`config.mk`:
```
export PLATFORM = sky130hd
export DESIGN_NAME = reg_file_sb_flat
export DESIGN_NICKNAME = d
export VERILOG_FILES = /design/src/rtl/reg_file_sb_pkg.sv /design/src/rtl/reg_file_sb_if.sv /design/src/rtl/reg_file_sb_bits.sv /design/src/rtl/reg_file_sb.sv /design/src/flat_wrapper.sv
export SDC_FILE = /design/constraint.sdc
export NUM_CORES = 2
export LEC_CHECK = 0
export CORE_ASPECT_RATIO = 1.25
export CORE_MARGIN = 8
export CORE_UTILIZATION = 70
export CTS_BUF_LIST = sky130_fd_sc_hd__clkbuf_8
export DETAILED_ROUTE_END_ITERATION = 7
export PLACE_DENSITY = 0.88
export SETUP_SLACK_MARGIN = 0.15
export SYNTH_ARGS = -nofsm -noshare
export SYNTH_HDL_FRONTEND = slang
export SYNTH_SLANG_ARGS = --single-unit
```
`constraint.sdc`:
```
create_clock -name clk -period 10.9 [get_ports clk]
set_input_delay 2.725 -clock clk [delete_from_list [all_inputs] [get_ports clk]]
set_output_delay 2.725 -clock clk [all_outputs]
set_load 0.02 [all_outputs]
```
`src/rtl/reg_file_sb_pkg.sv`:
```
// Shared defaults for the decode-stage register file with busy scoreboard.
// Holds the default widths, the zero-register index and a small address helper.
package reg_file_sb_pkg;

  localparam int DEF_DW       = 32;
  localparam int DEF_NREGS    = 32;
  localparam int DEF_AW       = $clog2(DEF_NREGS);
  localparam int DEF_NUM_READ = 2;
  localparam int ZERO_IDX     = 0;

  // True when the hard-wired zero register is enabled and addressed.
  function automatic logic zero_hit(input logic zero_en, input int addr);
    return zero_en && (addr == ZERO_IDX);
  endfunction

endpackage

```
`src/rtl/reg_file_sb_if.sv`:
```
// Decode-side bus of the register file: read ports, writeback and scoreboard set.
// The master side is decode/issue logic; the slave side is the register file.
interface reg_file_sb_if
  import reg_file_sb_pkg::*;
#(
  parameter int   DW       = DEF_DW,
  parameter int   NREGS    = DEF_NREGS,
  parameter int   NUM_READ = DEF_NUM_READ,
  localparam int  AW       = $clog2(NREGS)
);

  logic [NUM_READ*AW-1:0] read_w;
  logic [NUM_READ*DW-1:0] reg_r;
  logic [NUM_READ-1:0]    busy_r;
  logic                   ctrl_regwrite;
  logic [AW-1:0]          write_w;
  logic [DW-1:0]          write_data_w;
  logic                   sb_set;
  logic [AW-1:0]          sb_set_w;
  logic [AW:0]            pending_cnt;
  logic                   sb_err;

  modport master (
    output read_w, ctrl_regwrite, write_w, write_data_w, sb_set, sb_set_w,
    input  reg_r, busy_r, pending_cnt, sb_err
  );

  modport slave (
    input  read_w, ctrl_regwrite, write_w, write_data_w, sb_set, sb_set_w,
    output reg_r, busy_r, pending_cnt, sb_err
  );

endinterface

```
`src/rtl/reg_file_sb_bits.sv`:
```
// Busy scoreboard: one pending bit per register, a popcount-tracking counter
// and a sticky error for issuing onto an already-pending register.
module reg_file_sb_bits
  import reg_file_sb_pkg::*;
#(
  parameter int  NREGS = DEF_NREGS,
  localparam int AW    = $clog2(NREGS)
) (
  input  logic             clk,
  input  logic             rst_n,
  input  logic             set_en,
  input  logic [AW-1:0]    set_addr,
  input  logic             clr_en,
  input  logic [AW-1:0]    clr_addr,
  output logic [NREGS-1:0] busy,
  output logic [AW:0]      pending_cnt,
  output logic             sb_err
);

  logic [NREGS-1:0] busy_reg;
  logic [NREGS-1:0] busy_next;
  logic [AW:0]      cnt_reg;
  logic [AW:0]      cnt_next;
  logic             err_reg;
  logic             err_next;
  logic             same_addr;
  logic             inc;
  logic             dec;

  // A set on the register being written wins: the new op supersedes the old one.
  for (genvar gi = 0; gi < NREGS; gi++) begin : g_busy
    logic set_hit;
    logic clr_hit;
    assign set_hit = set_en && (set_addr == AW'(gi));
    assign clr_hit = clr_en && (clr_addr == AW'(gi));
    assign busy_next[gi] = set_hit ? 1'b1 : (clr_hit ? 1'b0 : busy_reg[gi]);
  end

  assign same_addr = set_en && clr_en && (set_addr == clr_addr);
  assign inc       = set_en && !busy_reg[set_addr];
  assign dec       = clr_en && busy_reg[clr_addr] && !same_addr;

  always_comb begin
    cnt_next = cnt_reg;
    err_next = err_reg;
    if (inc && !dec && (cnt_reg != (AW+1)'(NREGS))) begin
      cnt_next = cnt_reg + 1'b1;
    end else if (dec && !inc && (cnt_reg != '0)) begin
      cnt_next = cnt_reg - 1'b1;
    end
    if (set_en && busy_reg[set_addr] && !same_addr) begin
      err_next = 1'b1;
    end
  end

  always_ff @(posedge clk or negedge rst_n) begin
    if (!rst_n) begin
      busy_reg <= '0;
      cnt_reg  <= '0;
      err_reg  <= 1'b0;
    end else begin
      busy_reg <= busy_next;
      cnt_reg  <= cnt_next;
      err_reg  <= err_next;
    end
  end

  assign busy        = busy_reg;
  assign pending_cnt = cnt_reg;
  assign sb_err      = err_reg;

endmodule

```
`src/rtl/reg_file_sb.sv`:
```
// Multi-read-port register file with per-register busy scoreboard and optional
// same-cycle write-to-read bypass, used by decode to read operands and stall.
module reg_file_sb
  import reg_file_sb_pkg::*;
#(
  parameter int  DW       = DEF_DW,
  parameter int  NREGS    = DEF_NREGS,
  parameter int  NUM_READ = DEF_NUM_READ,
  parameter int  ZERO_REG = 1,
  parameter int  BYPASS   = 1,
  localparam int AW       = $clog2(NREGS)
) (
  input  logic         clk,
  input  logic         rst_n,
  reg_file_sb_if.slave bus
);

  logic [DW-1:0]    mem_reg [NREGS];
  logic [NREGS-1:0] busy;
  logic             wr_en;
  logic             set_en;

  // Writes and sets aimed at the hard-wired zero register are dropped here,
  // so neither the array nor the scoreboard ever sees them.
  assign wr_en  = bus.ctrl_regwrite && !zero_hit(ZERO_REG != 0, int'(bus.write_w));
  assign set_en = bus.sb_set && !zero_hit(ZERO_REG != 0, int'(bus.sb_set_w));

  always_ff @(posedge clk or negedge rst_n) begin
    if (!rst_n) begin
      for (int i = 0; i < NREGS; i++) begin
        mem_reg[i] <= '0;
      end
    end else if (wr_en) begin
      mem_reg[bus.write_w] <= bus.write_data_w;
    end
  end

  reg_file_sb_bits #(
    .NREGS (NREGS)
  ) u_sb_bits (
    .clk         (clk),
    .rst_n       (rst_n),
    .set_en      (set_en),
    .set_addr    (bus.sb_set_w),
    .clr_en      (wr_en),
    .clr_addr    (bus.write_w),
    .busy        (busy),
    .pending_cnt (bus.pending_cnt),
    .sb_err      (bus.sb_err)
  );

  for (genvar gi = 0; gi < NUM_READ; gi++) begin : g_rd
    logic [AW-1:0] addr;
    logic          zero;
    logic          byp;

    assign addr = bus.read_w[gi*AW +: AW];
    assign zero = zero_hit(ZERO_REG != 0, int'(addr));
    // Forwarded writeback also reports not-busy, since it clears the pending bit.
    assign byp  = (BYPASS != 0) && bus.ctrl_regwrite && (bus.write_w == addr) && !zero;

    assign bus.reg_r[gi*DW +: DW] = zero ? '0 : (byp ? bus.write_data_w : mem_reg[addr]);
    assign bus.busy_r[gi]         = !zero && !byp && busy[addr];
  end

endmodule

```
`src/flat_wrapper.sv`:
```
// flat-port wrapper written by rule: the top's interface ports become plain ports
module reg_file_sb_flat import reg_file_sb_pkg::*;
#(
  parameter int  DW       = DEF_DW,
  parameter int  NREGS    = DEF_NREGS,
  parameter int  NUM_READ = DEF_NUM_READ,
  parameter int  ZERO_REG = 1,
  parameter int  BYPASS   = 1,
  localparam int AW       = $clog2(NREGS)
)
  (clk, rst_n, bus_read_w, bus_ctrl_regwrite, bus_write_w, bus_write_data_w, bus_sb_set, bus_sb_set_w, bus_reg_r, bus_busy_r, bus_pending_cnt, bus_sb_err);
  reg_file_sb_if #(.DW(DW), .NREGS(NREGS), .NUM_READ(NUM_READ)) bus_i ();
  input  logic clk;
  input  logic rst_n;
  input wire logic [$bits(bus_i.read_w)-1:0] bus_read_w;
  input wire logic [$bits(bus_i.ctrl_regwrite)-1:0] bus_ctrl_regwrite;
  input wire logic [$bits(bus_i.write_w)-1:0] bus_write_w;
  input wire logic [$bits(bus_i.write_data_w)-1:0] bus_write_data_w;
  input wire logic [$bits(bus_i.sb_set)-1:0] bus_sb_set;
  input wire logic [$bits(bus_i.sb_set_w)-1:0] bus_sb_set_w;
  output wire logic [$bits(bus_i.reg_r)-1:0] bus_reg_r;
  output wire logic [$bits(bus_i.busy_r)-1:0] bus_busy_r;
  output wire logic [$bits(bus_i.pending_cnt)-1:0] bus_pending_cnt;
  output wire logic [$bits(bus_i.sb_err)-1:0] bus_sb_err;
  assign bus_i.read_w = bus_read_w;
  assign bus_i.ctrl_regwrite = bus_ctrl_regwrite;
  assign bus_i.write_w = bus_write_w;
  assign bus_i.write_data_w = bus_write_data_w;
  assign bus_i.sb_set = bus_sb_set;
  assign bus_i.sb_set_w = bus_sb_set_w;
  assign bus_reg_r = bus_i.reg_r;
  assign bus_busy_r = bus_i.busy_r;
  assign bus_pending_cnt = bus_i.pending_cnt;
  assign bus_sb_err = bus_i.sb_err;
  reg_file_sb #(.DW(DW), .NREGS(NREGS), .NUM_READ(NUM_READ), .ZERO_REG(ZERO_REG), .BYPASS(BYPASS)) u_core (.clk(clk), .rst_n(rst_n), .bus(bus_i));
endmodule
```
== Word-level counts from Yosys, hierarchy flattened ==
Cells that the tools add are included.

* Reduce and logical (&&, ||, !) cells: 136
* Multiplexer cells: 87
* Magnitude comparators: 8
* Equality and inequality tests: 66
* $add $sub $neg: 2
* Bitwise logic cells: 3

{| class="wikitable"
|+ Operators by type and width
! kind !! number
|-
| bitwise mux 1024 bit || 1
|-
| binary-select mux 32 bit (select 5 bit) || 2
|-
| two-way mux 32 bit || 9
|-
| demux 32 bit (select 5 bit) || 1
|-
| == test 5 bit (second input constant) || 32
|-
| logical AND 1 bit || 86
|-
| == test 5 x 4 -> 1 bit (second input constant) || 16
|-
| two-way mux 1 bit || 68
|-
| nonzero test 2 bit || 33
|-
| == test 5 x 3 -> 1 bit (second input constant) || 8
|-
| logical NOT 5 bit || 6
|-
| less-than comparator 5 x 6 -> 1 bit (second input constant) || 4
|-
| binary-select mux 1 bit (select 5 bit) || 4
|-
| == test 5 x 2 -> 1 bit (second input constant) || 4
|-
| >= comparator 6 bit (second input constant) || 3
|-
| NOT 5 -> 6 bit || 3
|-
| == test 5 bit || 3
|-
| two-way mux 6 bit || 2
|-
| == test 5 x 1 -> 1 bit (second input constant) || 2
|-
| logical NOT 1 bit || 10
|-
| adder 6 x 1 -> 6 bit (second input constant) || 1
|-
| less-than comparator 6 x 1 -> 1 bit (second input constant) || 1
|-
| inequality test 6 bit (second input constant) || 1
|-
| nonzero test 6 bit || 1
|-
| subtractor 6 x 1 -> 6 bit (second input constant) || 1
|}

* Output and inout bits: 73
* Register bits after elaboration: 1063
* Bits of input ports: 56
* Logic and storage cells: 368

== Longest topological paths before layout ==
* Word-level depth: 11
* Mapped depth: 16
* Gate-level depth less buffers: 14

== By module ==
From an unflattened synthesis, not the netlist that was laid out.

* Cells, all modules: 3829
* Area total of the unflattened synthesis: 57059.7 µm²

{| class="wikitable"
|+ By module, submodules not included
! module !! times used !! sequential area each (µm²) !! cells each !! area an instance (µm²)
|-
| reg_file_sb || 1 || 25624.6 || 3553 || 54457.2
|-
| reg_file_sb_bits || 1 || 975.9 || 276 || 2602.5
|}

== Worst setup path after synthesis ==
Ideal clock, no wire load.

* Path type: input port to output port
* Start point: input port bus_read_w[6]
* End point: output port bus_reg_r[53]
* Cell stages on the path: 8
* Buffers on the path: 4
* Required time: 8.175 ns
* Data arrival time: 4.724 ns
* Slack: 3.451 ns
* Path through: buf_2 -> buf_2 -> clkbuf_1 -> buf_2 -> o21ai_0 -> a21oi_1 -> nor3_1 -> o41ai_1

* Longest elaborated chain between the ends: 6
* Elaborated cells on any way between the ends: 11
* Those cells by class: eq/ne (1); mux (5); bitwise (1); reduce/logical (4)

{| class="wikitable"
|+ RTL lines
! element !! line !! RTL
|-
| from (decl) || flat_wrapper.sv:15 || <nowiki>input wire logic [$bits(bus_i.read_w)-1:0] bus_read_w;</nowiki>
|-
| NOT 5 -> 6 bit (implied by the code) || reg_file_sb.sv:62 || <nowiki>assign bus.reg_r[gi*DW +: DW] = zero ? '0 : (byp ? bus.write_data_w : mem_reg[addr]);</nowiki>
|-
| binary-select mux 32 bit (select 5 bit) || reg_file_sb.sv:62 ||
|-
| two-way mux 32 bit (implied by the code) (2 in a row) || reg_file_sb.sv:62 ||
|-
| two-way mux 32 bit || reg_file_sb.sv:62 ||
|-
| two-way mux 32 bit * || reg_file_sb.sv:62 ||
|-
| to (decl) || flat_wrapper.sv:21 || <nowiki>output wire logic [$bits(bus_i.reg_r)-1:0] bus_reg_r;</nowiki>
|}

Every way passes the cells marked *; elsewhere a longest branch is shown, timed or not. The select of a mux whose other input is x is not followed.

== Worst setup path in the final report ==
* Start point: input port bus_write_w[3]
* End point: output port bus_reg_r[47]

* Longest elaborated chain between the ends: 5

{| class="wikitable"
|+ RTL lines
! element !! line !! RTL
|-
| from (decl) || flat_wrapper.sv:17 || <nowiki>input wire logic [$bits(bus_i.write_w)-1:0] bus_write_w;</nowiki>
|-
| == test 5 bit || reg_file_sb.sv:60 || <nowiki>assign byp = (BYPASS != 0) && bus.ctrl_regwrite && (bus.write_w == addr) && !zero;</nowiki>
|-
| logical AND 1 bit (2 in a row) || reg_file_sb.sv:60 ||
|-
| two-way mux 32 bit (2 in a row) || reg_file_sb.sv:62 ||
|}

Every way passes these cells.

==> out/qor.csv <==
stage,metric,value,unit
outcome,outcome,"finished, final reports clean",
sta,Final setup violation count,0,
synthesis,Syn. warnings,0,
synthesis,Post-Synthesis Cells,3738,
sta,minimum clock period,9360,ps
synthesis,syn nets,3799,
global_routing,largest net degree at the start of global routing,177,
finish,layout cell share with drive strength beyond 1,0.547,
cts,CTS Buffer Depth,3,
power_and_ir_drop,combinational share of power,0.240,
sta,Final Hold Fails,0,
synthesis,share of the synthesized area in the top cell type,0.459,
synthesis,cell area after synthesis,58000,sq um
synthesis,Syn Area/Cell,15.5,sq um
power_and_ir_drop,Power Internal,8.24,mW
route,Via Count,37600,
sta,Hold Slack,393,ps
cts,CTS resizes,0,
job,MaxCap Viol Count,0,
worst_setup_path,crit start category,input port,
route,ANT nets after route,0,
global_routing,vias in the first global route,40700,
synthesis,commonest cells in the synthesized netlist,"1092 x mux2_2, 1063 x dfrtp_1, 602 x mux4_2",
power_and_ir_drop,Clock Power Share,0.300,
cts,post-CTS setup buffers,0,
synthesis,synth top area cells,"dfrtp_1 46%, mux4_2 23%, mux2_2 21%",
power_and_ir_drop,leakage power,27.2,nW
route,post-DR wirelength/cell,34.3,microns
finish,Multi-input gate area,29600,sq um
finish,Fill cells,4445,
place,IO Port Bufs,128,
cts,CTS root buf,clkbuf_8,
power_and_ir_drop,switch share,0.289,
worst_setup_path,crit path kind,in2out,
sta,"Period Utilization, post-route",0.859,
die,core outline area,82500,sq um
finish,max reg flops,1024,
place,Area after DPL,59700,sq um
place,gp weighted congestion,0.932,
finish,area grow syn2layout,8.87,%
sta,fin. max-slew vios,0,
finish,Final nets,3737,
global_routing,first-pass GRT wire length,255,mm
finish,FF/Latch Area,26600,sq um
synthesis,asr flop ratio synth,1.00,
route,drt via density,7.69,
power_and_ir_drop,Sw Pwr,3.35,mW
die,Chip Width,273,microns
global_routing,total grt overflow,0,
cts,CTS HTree Levels,4,
sta,clock skew,14.6,ps
sta,setup tns final,0,ps
min_path,worst min-delay path class,reg2reg,
worst_setup_path,Worst setup EP type,output port,
worst_setup_path,Crit path required time,8180,ps
synthesis,number of synthesized flops with an enable pin,0,
place,Placed Cells,4590,
power_and_ir_drop,total power,11.6,mW
power_and_ir_drop,Peak VDD IR,0.000157,V
finish,final non-filler cell total,4888,
cts,CTS Hold Buffers Added,0,
global_routing,total track usage,0.371,
sta,worst-margin pin slew,1330,ps
synthesis,post-synth top area cell,dfrtp_1,
cts,Clock Latency Late Sink,840,ps
route,post-route DRC violation count,0,
die,Die H,338,microns
worst_setup_path,CP Max Fanout,26,
global_routing,initial antenna violation count,4,
synthesis,"count leader, synth",mux2_2,
route,drt initial violations,4470,
sta,RSZ-0062 raised after global routing,no,
cts,Clock Sinks,1063,
route,Routed Wire Length,168,mm
sta,fmax,107,MHz
cts,Num CTS Buffers,164,
place,HPWL after detailed placement,91.8,mm
die,Die Area,92400,sq um
route,drt pass-1 iters,6,
die,Core Rows,118,
die,Ports,129,
sta,relative slew slack,0.109,
cts,TritonCTS clock tree,built,
synthesis,Synth Register Bits,1063,
cts,clock slew at reported path FFs,60,ps
worst_setup_path,WP data arrival,6640,ps
finish,Final Cell Area,63100,sq um
die,initial core utilization,0.703,
power_and_ir_drop,Power Dens Cells,184,nW/um^2
synthesis,"Seq/Total Area, Yosys",0.459,
synthesis,Most used DFF post-synth,dfrtp_1,
synthesis,synth unique cells,60,
power_and_ir_drop,sequential power share,0.460,
## placed cells by master, fill, tap and decap left out, types with 30 or more instances in the layout
master,instances
o21ai_0,53
mux2_2,1092
a211oi_1,66
o22ai_1,42
a21o_1,30
nor2_1,45
clkdlybuf4s50_1,117
clkbuf_8,219
dfrtp_1,1063
mux2i_1,66
mux4_2,602
nand2_1,52
inv_1,61
buf_4,73
## critical path: stages
cell	delay, ps
clkdlybuf4s50_1	890
xor2_1	360
nor4_1	300
nand3_1	210
nand2b_2	910
buf_4	360
a211oi_1	100
a21o_1	220
clkdlybuf4s50_1	540
## power groups by stage
stage | Sequential, mW | Combinational (mW) | Clock (mW)
finish | 5.33 | 2.78 | 3.48
detailed placement | 5.36 | 2.76 | 0
global route | 5.41 | 2.94 | 3.67
floorplan | 5.14 | 2.08 | 0
global placement | 5.23 | 2.64 | 0
CTS | 5.29 | 2.78 | 3.50
## stage by stage
step | setup WS, ps | util
finish | 1540 | 0.765
global placement | 1710 | 0.723
global route | 1500 | 0.765
CTS | 1690 | 0.765
floorplan | 3450 | -
detailed placement | 1690 | 0.723
## cell families (layout without fill, tap and decap cells)
group | count (synthesis) | after routing | share of synthesized area
DFF | 1063 | 1063 | 0.459
muxes | 1768 | 1768 | 0.460
xor gates and xnor gates | 20 | 20 | 0.00302
and+or+nand+nor | 198 | 198 | 0.0164
other | 0 | 2 | 0
AOI/OAI and AO/OA | 230 | 230 | 0.0273
adders and majority gates | 5 | 5 | 0.00121
buffers and inverters | 454 | 522 | 0.0333
## routing by layer
metal  share of wire  global-route usage  vias to the layer above  routed length, microns
met5        0.000078                   0                        -                      13
met4           0.066               0.220                        2                   11100
met3            0.11               0.111                      679                   19000
met2            0.48               0.572                     2607                   79700
met1            0.34               0.469                    19900                   57800
li1                -                   -                    14400                       -
## path summary, 6_finish.rpt
kind | cells after the start | startpoint | slack [ps] | to
worst max-delay path | 9 | bus_write_w[3] | 1540 | bus_reg_r[47]
worst min-delay path | 0 | u_core.mem_reg[994] | 390 | u_core.mem_reg[994]
worst max register to register | 13 | u_core.u_sb_bits.busy[11] | 7260 | u_core.u_sb_bits.pending_cnt[5]
worst min register to register | 0 | u_core.mem_reg[994] | 390 | u_core.mem_reg[994]
max in group asynchronous | 3 | rst_n | 6610 | u_core.mem_reg[332]
min in group asynchronous | 1 | rst_n | 1920 | u_core.mem_reg[836]
## cell type report
cell class | count | area share
multi-input cells | 2221 | 0.469
flip-flops and latches | 1063 | 0.421
clock buffers | 218 | 0.0475
repair buffers | 211 | 0.0328
well taps | 1080 | 0.0214
clock inverters | 78 | 0.00697
inverters | 15 | 0.000892
diodes | 2 | 0.0000793
Note: power is estimated with default switching activity, not from simulation.
